--- config.mk ---
export PLATFORM = sky130hd
export DESIGN_NAME = pixl_stream
export DESIGN_NICKNAME = d
export VERILOG_FILES = /design/src/rtl/pixl_stream.sv
export SDC_FILE = /design/constraint.sdc
export NUM_CORES = 1
export LEC_CHECK = 0
export CAP_MARGIN = 20
export CORE_MARGIN = 8
export CORE_UTILIZATION = 30
export DETAILED_ROUTE_END_ITERATION = 7
export DONT_BUFFER_PORTS = 1
export PLACE_DENSITY = 0.44
export SYNTH_ARGS = -nofsm -noshare
export SYNTH_HDL_FRONTEND = slang
export SYNTH_SLANG_ARGS = --single-unit
--- constraint.sdc ---
create_clock -name clk -period 4.6 [get_ports clk]
set_input_delay 1.15 -clock clk [delete_from_list [all_inputs] [get_ports clk]]
set_output_delay 1.15 -clock clk [all_outputs]
set_load 0.05 [all_outputs]
--- src/rtl/pixl_stream.sv ---
// Raster-order frame-buffer reader that presents pixels on a valid/ready stream with SOF/EOL/EOF flags.
// Optional PIXL_STREAM_LOOP_EN adds a `loop` input that chains frames back to back without a bubble.
module pixl_stream #(
    parameter int IMG_W     = 28,
    parameter int IMG_H     = 28,
    parameter int ADDR_W    = 10,
    parameter int DATA_W    = 1,
    parameter int RD_LAT    = 1,
    parameter int BASE_ADDR = 0
) (
    input  logic              clk,
    input  logic              reset,
    input  logic              start,
`ifdef PIXL_STREAM_LOOP_EN
    input  logic              loop,
`endif
    output logic              rd_en,
    output logic [ADDR_W-1:0] rd_addr,
    input  logic [DATA_W-1:0] rd_data,
    output logic [DATA_W-1:0] pix_data,
    output logic              pix_valid,
    input  logic              pix_ready,
    output logic              pix_sof,
    output logic              pix_eol,
    output logic              pix_eof,
    output logic              busy,
    output logic              done
);
    localparam int D      = RD_LAT + 2;
    localparam int STAGES = RD_LAT - 1;
    localparam int CW     = (IMG_W > 1) ? $clog2(IMG_W) : 1;
    localparam int LW     = (IMG_H > 1) ? $clog2(IMG_H) : 1;
    localparam int PW     = $clog2(D);
    localparam int NW     = $clog2(D + 1);
    localparam logic [CW-1:0] COL_LAST  = CW'(IMG_W - 1);
    localparam logic [LW-1:0] LINE_LAST = LW'(IMG_H - 1);
    localparam logic [NW:0]   DEPTH     = (NW + 1)'(D);

    typedef enum logic [1:0] {IDLE, ISSUE, DRAIN} state_t;
    typedef struct packed {
        logic sof;
        logic eol;
        logic eof;
    } flags_t;
    typedef struct packed {
        logic [DATA_W-1:0] data;
        flags_t            flags;
    } entry_t;

    state_t            state;
    logic [ADDR_W-1:0] idx;
    logic [CW-1:0]     col;
    logic [LW-1:0]     line;
    logic [STAGES:0]   vld_pipe;
    flags_t            flg_pipe [STAGES+1];
    entry_t            mem [D];
    entry_t            head;
    logic [PW-1:0]     wr_ptr, rd_ptr;
    logic [NW-1:0]     count, inflight;
    logic [NW:0]       outstanding;
    logic              pop, push, issue, last_issue, eof_hs, loop_en;
    flags_t            issue_flags;

`ifdef PIXL_STREAM_LOOP_EN
    assign loop_en = loop;
`else
    assign loop_en = 1'b0;
`endif

    always_comb begin
        inflight = '0;
        for (int k = 0; k <= STAGES; k++) inflight = inflight + NW'(vld_pipe[k]);
    end

    // Credit counts reads in flight plus queued entries, net of this cycle's pop.
    assign outstanding = {1'b0, inflight} + {1'b0, count} - (NW + 1)'(pop);
    assign issue       = (state == ISSUE) && (outstanding < DEPTH);
    assign rd_en       = issue;
    assign rd_addr     = ADDR_W'(BASE_ADDR) + idx;

    assign issue_flags.sof = (col == '0) && (line == '0);
    assign issue_flags.eol = (col == COL_LAST);
    assign issue_flags.eof = issue_flags.eol && (line == LINE_LAST);
    assign last_issue      = issue && issue_flags.eof;

    assign head      = mem[rd_ptr];
    assign pix_valid = (count != '0);
    assign pix_data  = pix_valid ? head.data : '0;
    assign pix_sof   = pix_valid & head.flags.sof;
    assign pix_eol   = pix_valid & head.flags.eol;
    assign pix_eof   = pix_valid & head.flags.eof;
    assign pop       = pix_valid & pix_ready;
    assign push      = vld_pipe[STAGES];
    assign eof_hs    = pop & head.flags.eof;

    always_ff @(posedge clk or posedge reset) begin
        if (reset) begin
            vld_pipe <= '0;
            for (int k = 0; k <= STAGES; k++) flg_pipe[k] <= '0;
        end else begin
            vld_pipe[0] <= issue;
            flg_pipe[0] <= issue_flags;
            for (int k = 1; k <= STAGES; k++) begin
                vld_pipe[k] <= vld_pipe[k-1];
                flg_pipe[k] <= flg_pipe[k-1];
            end
        end
    end

    always_ff @(posedge clk) begin
        if (push) mem[wr_ptr] <= {rd_data, flg_pipe[STAGES]};
    end

    always_ff @(posedge clk or posedge reset) begin
        if (reset) begin
            wr_ptr <= '0;
            rd_ptr <= '0;
            count  <= '0;
        end else begin
            if (push) wr_ptr <= (wr_ptr == PW'(D - 1)) ? '0 : wr_ptr + PW'(1);
            if (pop)  rd_ptr <= (rd_ptr == PW'(D - 1)) ? '0 : rd_ptr + PW'(1);
            count <= count + NW'(push) - NW'(pop);
        end
    end

    always_ff @(posedge clk or posedge reset) begin
        if (reset) begin
            state <= IDLE;
            idx   <= '0;
            col   <= '0;
            line  <= '0;
            busy  <= 1'b0;
            done  <= 1'b0;
        end else begin
            done <= eof_hs;
            if (issue) begin
                idx <= last_issue ? '0 : idx + ADDR_W'(1);
                col <= issue_flags.eol ? '0 : col + CW'(1);
                if (issue_flags.eol) line <= issue_flags.eof ? '0 : line + LW'(1);
            end
            case (state)
                IDLE: if (start) begin
                    state <= ISSUE;
                    busy  <= 1'b1;
                end
                ISSUE: if (last_issue && !loop_en) state <= DRAIN;
                // Leave only on the final EOF, so an earlier looped frame's EOF still queued is not mistaken for it.
                DRAIN: if (eof_hs && inflight == '0 && count == NW'(1)) begin
                    state <= IDLE;
                    busy  <= 1'b0;
                end
                default: state <= IDLE;
            endcase
        end
    end
endmodule

# --- Word level (Yosys, flattened, before mapping) ---
# Memory sizes are Yosys's and may differ from the RTL's.
# Index checks and enable logic that the tools add are counted.
op_classes:
  addsub: 9
  order_cmp: 1
  bitwise: 5
  n_reduce_logical: 15
  eq_ne: 10
  n_mux: 15
ops:
  columns: ["operator", "n"]
  rows:
  - ["10-bit by 1-bit adder with 10-bit output (second input constant)", 1]
  - ["5-bit by 1-bit adder with 5-bit output (second input constant)", 2]
  - ["5-bit == test (second input constant)", 2]
  - ["5-bit logical NOT", 2]
  - ["10-bit two-way mux", 1]
  - ["2-bit two-way mux", 5]
  - ["5-bit two-way mux", 2]
  - ["2-bit == test (second input constant)", 3]
  - ["1-bit logical AND", 6]
  - ["2-bit inequality test (second input constant)", 3]
  - ["2-bit one-hot mux with 3 select lines", 1]
  - ["3-bit AND reduction", 2]
  - ["1-bit AND", 5]
  - ["1-bit two-way mux", 5]
  - ["2-bit by 1-bit adder with 2-bit output (second input constant)", 2]
  - ["2-bit by 1-bit == test with 1-bit output (second input constant)", 2]
  - ["2-bit logical NOT", 2]
  - ["2-bit nonzero test", 2]
  - ["1-bit by 2-bit adder with 3-bit output", 1]
  - ["3-bit by 2-bit less-than comparator with 1-bit output (second input constant)", 1]
  - ["3-bit by 1-bit subtractor with 3-bit output", 1]
  - ["2-bit by 1-bit adder with 2-bit output", 1]
  - ["1-bit one-hot mux with 2 select lines", 1]
  - ["2-bit AND reduction", 1]
  - ["2-bit by 1-bit subtractor with 2-bit output", 1]
word_totals:
  regBits: 34
  n_memories: 1
  ramBits: 12
  out_inout_bits: 18
memory_table:
  columns: ["name", "words", "word_bits", "rd", "rd_ports_with_merged_regs", "write_ports", "line", "rtl"]
  rows:
  - ["mem", 3, 4, 1, 0, 1, "56", "entry_t mem [D];"]

# --- Depth between registers and ports, before layout ---
depth:
  ltp_word: 8
  mapped_depth: 11
  ltp_nobuf: 11

# --- Worst setup path before layout ---
# Ideal clock, no wire load.
synth_path:
  kind: "input port to output port"
  startpoint: "in pix_ready"
  endpoint: "out rd_en"
  t_arrival_ns: 3.041
  stages: 9
  path_buffers: 0
  setup_slack_ns: 0.409
  path_cell_list: "o21ai_0 -> inv_1 -> ha_1 -> inv_1 -> ha_1 -> fa_1 -> nand2_1 -> nand3_2 -> clkinv_1"
synth_between:
  elab_chain_len: 4
synth_rtl:
  columns: ["element", "line", "rtl"]
  rows:
  - ["start: declaration", "22", "input logic pix_ready,"]
  - ["1-bit AND", "92", "assign pop = pix_valid & pix_ready;"]
  - ["via pop", "61", "logic pop, push, issue, last_issue, eof_hs, loop_en;"]
  - ["3-bit by 1-bit subtractor with 3-bit output", "76", "assign outstanding = {1'b0, inflight} + {1'b0, count} - (NW + 1)'(pop);"]
  - ["via outstanding[1]", "60", "logic [NW:0] outstanding;"]
  - ["3-bit by 2-bit less-than comparator with 1-bit output", "77", "assign issue = (state == ISSUE) && (outstanding < DEPTH);"]
  - ["1-bit logical AND", "77", null]
  - ["end: declaration", "17", "output logic rd_en,"]
# The timed path passes the listed nets, and every way through them passes these cells.

# --- Worst setup path after layout ---
layout_path:
  startpoint: "in pix_ready"
  endpoint: "out rd_en"
layout_between:
  elab_chain_len: 4
layout_rtl:
  columns: ["element", "line"]
  rows:
  - ["1-bit AND", "92"]
  - ["via pop", "61"]
  - ["3-bit by 1-bit subtractor with 3-bit output", "76"]
  - ["3-bit by 2-bit less-than comparator with 1-bit output", "77"]
  - ["1-bit logical AND", "77"]
# The timed path passes the listed nets, and every way through them passes these cells.

==> metrics.txt <==
Synth Cell Area=about 2100 um2; Die W=99.31 um; Initial Utilization=0.3081; critical path class=in -> out; flops & latches, synth=46; Compound-Gate Fraction of Synth Area=0.09135; CTS root buf=clkbuf_8; crit-path max FO=11; mux share of post-synthesis cell area=0.04087; Syn Nets=~200; GRT Util Overall=0.09269; CTS tree=done; CTS H-Tree Depth=2; Fin. Hold Viols=0; Max stage delay on crit path=roughly 410 ps; family with the most delay on the worst path=adder cells; dpl hpwl=~3.0 mm; CTS Buf Count=5; die area=roughly 10000 um2; CTS Hold Bufs=0; Final Skew=roughly 7.2 ps; first-pass GRT wire length=7.272 mm; Yosys cell types=34; Row Count=30; Pwr per Cell Area=752.3 nW/um2; share of cells above drive strength 1=0.08629; WL/cell=approximately 15 um; syn avg cell area=around 11 um2; Arr. time, crit path=about 3000 ps; Synth Warn #=0; Setup violations, final=0; Worst slew margin=0.3940; Setup crit start kind=input port; Worst Tran Pin Value=roughly 910 ps; Vias=1396; Fmax=between 200 and 250 MHz; worst hold path class=reg -> reg; nets@finish=between 200 and 250; Sink Count=46; main combinational cell family by area after synthesis=simple AND/OR/NAND/NOR gates; gpl congestion=just under 0.8; number of routed nets with antenna violations=0; Worst setup EP type=output pin; simple-gate portion of the synthesized area=0.1755; initial antenna violation count=0; Pins Over Slew Limit=0; DR DRC count=0; Peak VDD IR=between 0.2 and 0.25 mV; Period minus WS final=about 4200 ps; CP max-delay cell=fa_1; # diodes=0; pin count of the biggest net entering global routing=35; vias in the first global route=around 1400; Synth Area in XOR/XNOR=0.02043; most common cell after layout, fill and taps aside=dfrtp_1; CTS-repair resized insts=0; Clk Latency, worst-skew pair=~300 ps; Routed WL=between 4 and 5 mm; core area=just under 7000 um2; Die Y=around 99 um; area grow syn2layout=9.075%; Critical Path, Cell by Cell=o21ai_0, inv_1, ha_1, inv_1, ha_1, fa_1, xor2_2, nand3_2, clkinv_1, buf_4; Cells after Synth=190; CTS Buffer Depth=2; Non-Filler Instances=about 280; number of buffers and inverters on the critical path=4; Clk pin slew, worst setup/hold paths=roughly 80 ps; DR pass1 iterations=4; I/O pins=23; adder-cell share of the synthesized area=0.05168; port bufs=0; overflow left after global routing=0; First DRT Iteration DRCs=between 60 and 70; RSZ-0062 raised after global routing=false; Vias/cell=5.040; TNS Setup=0 ps; status=complete, no violations; Pleak=0.9928 nW; Final period util=0.9118; Worst Path Required=about 3500 ps; final hold slack=473.6 ps; sequential share of the synthesized area=0.5817; max-cap violation count=0; Post-CTS Setup Inserts=0; Cells after DPL=~270; most frequent cells in the layout=dfrtp_1 (34), nand2_1 (19), nor2_1 (18), inv_1 (14), o21ai_0 (13)
-- cell type report --
cell class | instances | area [um2]
fillers | 705 | 4486
multi-input cells | 125 | 790.8
well taps | 80 | 100.1
clock inverters | 3 | 21.27
repair buffers | 3 | 22.52
flip-flops and latches | 46 | 1211
inverters | 15 | 56.30
clock buffers | 5 | 68.82
-- layer usage --
| layer | vias up | track usage | wire [um] |
|---|---|---|---|
| met5 | - | 0 | 0 |
| met1 | 692 | 0.1137 | 1962 |
| met3 | 5 | 0.02654 | 186 |
| met2 | 22 | 0.1488 | 2071 |
| li1 | 677 | - | - |
| met4 | 0 | 0.03842 | 50 |
-- final timing paths --
check | start | cells after the start | endpoint | slack, ps
worst max-delay path | pix_ready | 10 | rd_en | 410
worst min-delay path | flg_pipe[0] | 0 | mem[1][0] | 470
worst max register to register | count[1] | 11 | idx[3] | 1250
worst min register to register | flg_pipe[0] | 0 | mem[1][0] | 470
max in group asynchronous | reset | 2 | count[0] | 3460
min in group asynchronous | reset | 2 | line[2] | 830
-- sequential cells by signal, summed over array words and instances, names as in the netlist --
register / flops
mem: 12
idx: 10
col: 5
line: 5
flg_pipe: 3
count: 2
rd_ptr: 2
state: 2
wr_ptr: 2
busy: 1
done: 1
push: 1
-- stage by stage --
step / instance area [um2] / utilization / worst slack, ps / total power, mW
2_1_floorplan: 2082 / - / 409.1 / 1.315
3_3_place_gp: 2181 / 0.3228 / 447.6 / 1.456
3_5_place_dp: 2181 / 0.3228 / 419.2 / 1.479
4_1_cts: 2271 / 0.3361 / 384.7 / 1.735
5_1_grt: 2271 / 0.3361 / 216.8 / 1.846
6_report: 2271 / 0.3361 / 405.9 / 1.708
-- cells by family after synthesis --
group / after synthesis
flip-flops: 46
multiplexers: 8
AND/OR/NAND/NOR: 72
adder cells (fa/ha/maj): 8
buffers and inverters: 19
AO/OA/AOI/OAI: 33
XOR/XNOR: 4
-- cells in the mapped netlist (all sizes together) --
library cell | number | share of area
nor4 | 2 | 0.0060
clkbuf | 3 | 0.0060
or4 | 3 | 0.011
and3 | 2 | 0.0060
o21ai | 13 | 0.031
or3 | 5 | 0.015
mux2 | 4 | 0.022
mux2i | 4 | 0.019
nor2b | 1 | 0.0030
fa | 1 | 0.0096
a21oi | 9 | 0.022
a21o | 4 | 0.014
clkinv | 1 | 0.0018
and4b | 2 | 0.0096
and2b | 1 | 0.0036
ha | 7 | 0.042
xor2 | 4 | 0.020
buf | 1 | 0.0054
inv | 14 | 0.025
nand2b | 2 | 0.0060
nor3 | 4 | 0.0096
nor2 | 18 | 0.032
nand2 | 19 | 0.034
edfxtp | 12 | 0.17
nand4 | 6 | 0.018
and4 | 1 | 0.0042
nand3 | 6 | 0.017
a31oi | 3 | 0.0090
o32ai | 1 | 0.0042
o31ai | 3 | 0.011
dfrtp | 34 | 0.41
-- where the power goes --
| part | switching, mW | internal, mW | leakage (nW) |
|---|---|---|---|
| Clock | 0.138 | 0.107 | 0.0441 |
| Combinational | 0.478 | 0.212 | 0.398 |
| Sequential | 0.233 | 0.541 | 0.550 |
-- worst reg2reg max path: stages (launching register included) --
cell     delay, ps
dfrtp_1        470
o21ai_0        460
inv_1          120
ha_1           300
inv_1           40
ha_1           180
fa_1           410
xor2_2         250
nand3_2        110
buf_4          190
nor2_1         570
nor2_1         120
No activity file was read; power rests on OpenSTA's default activity.
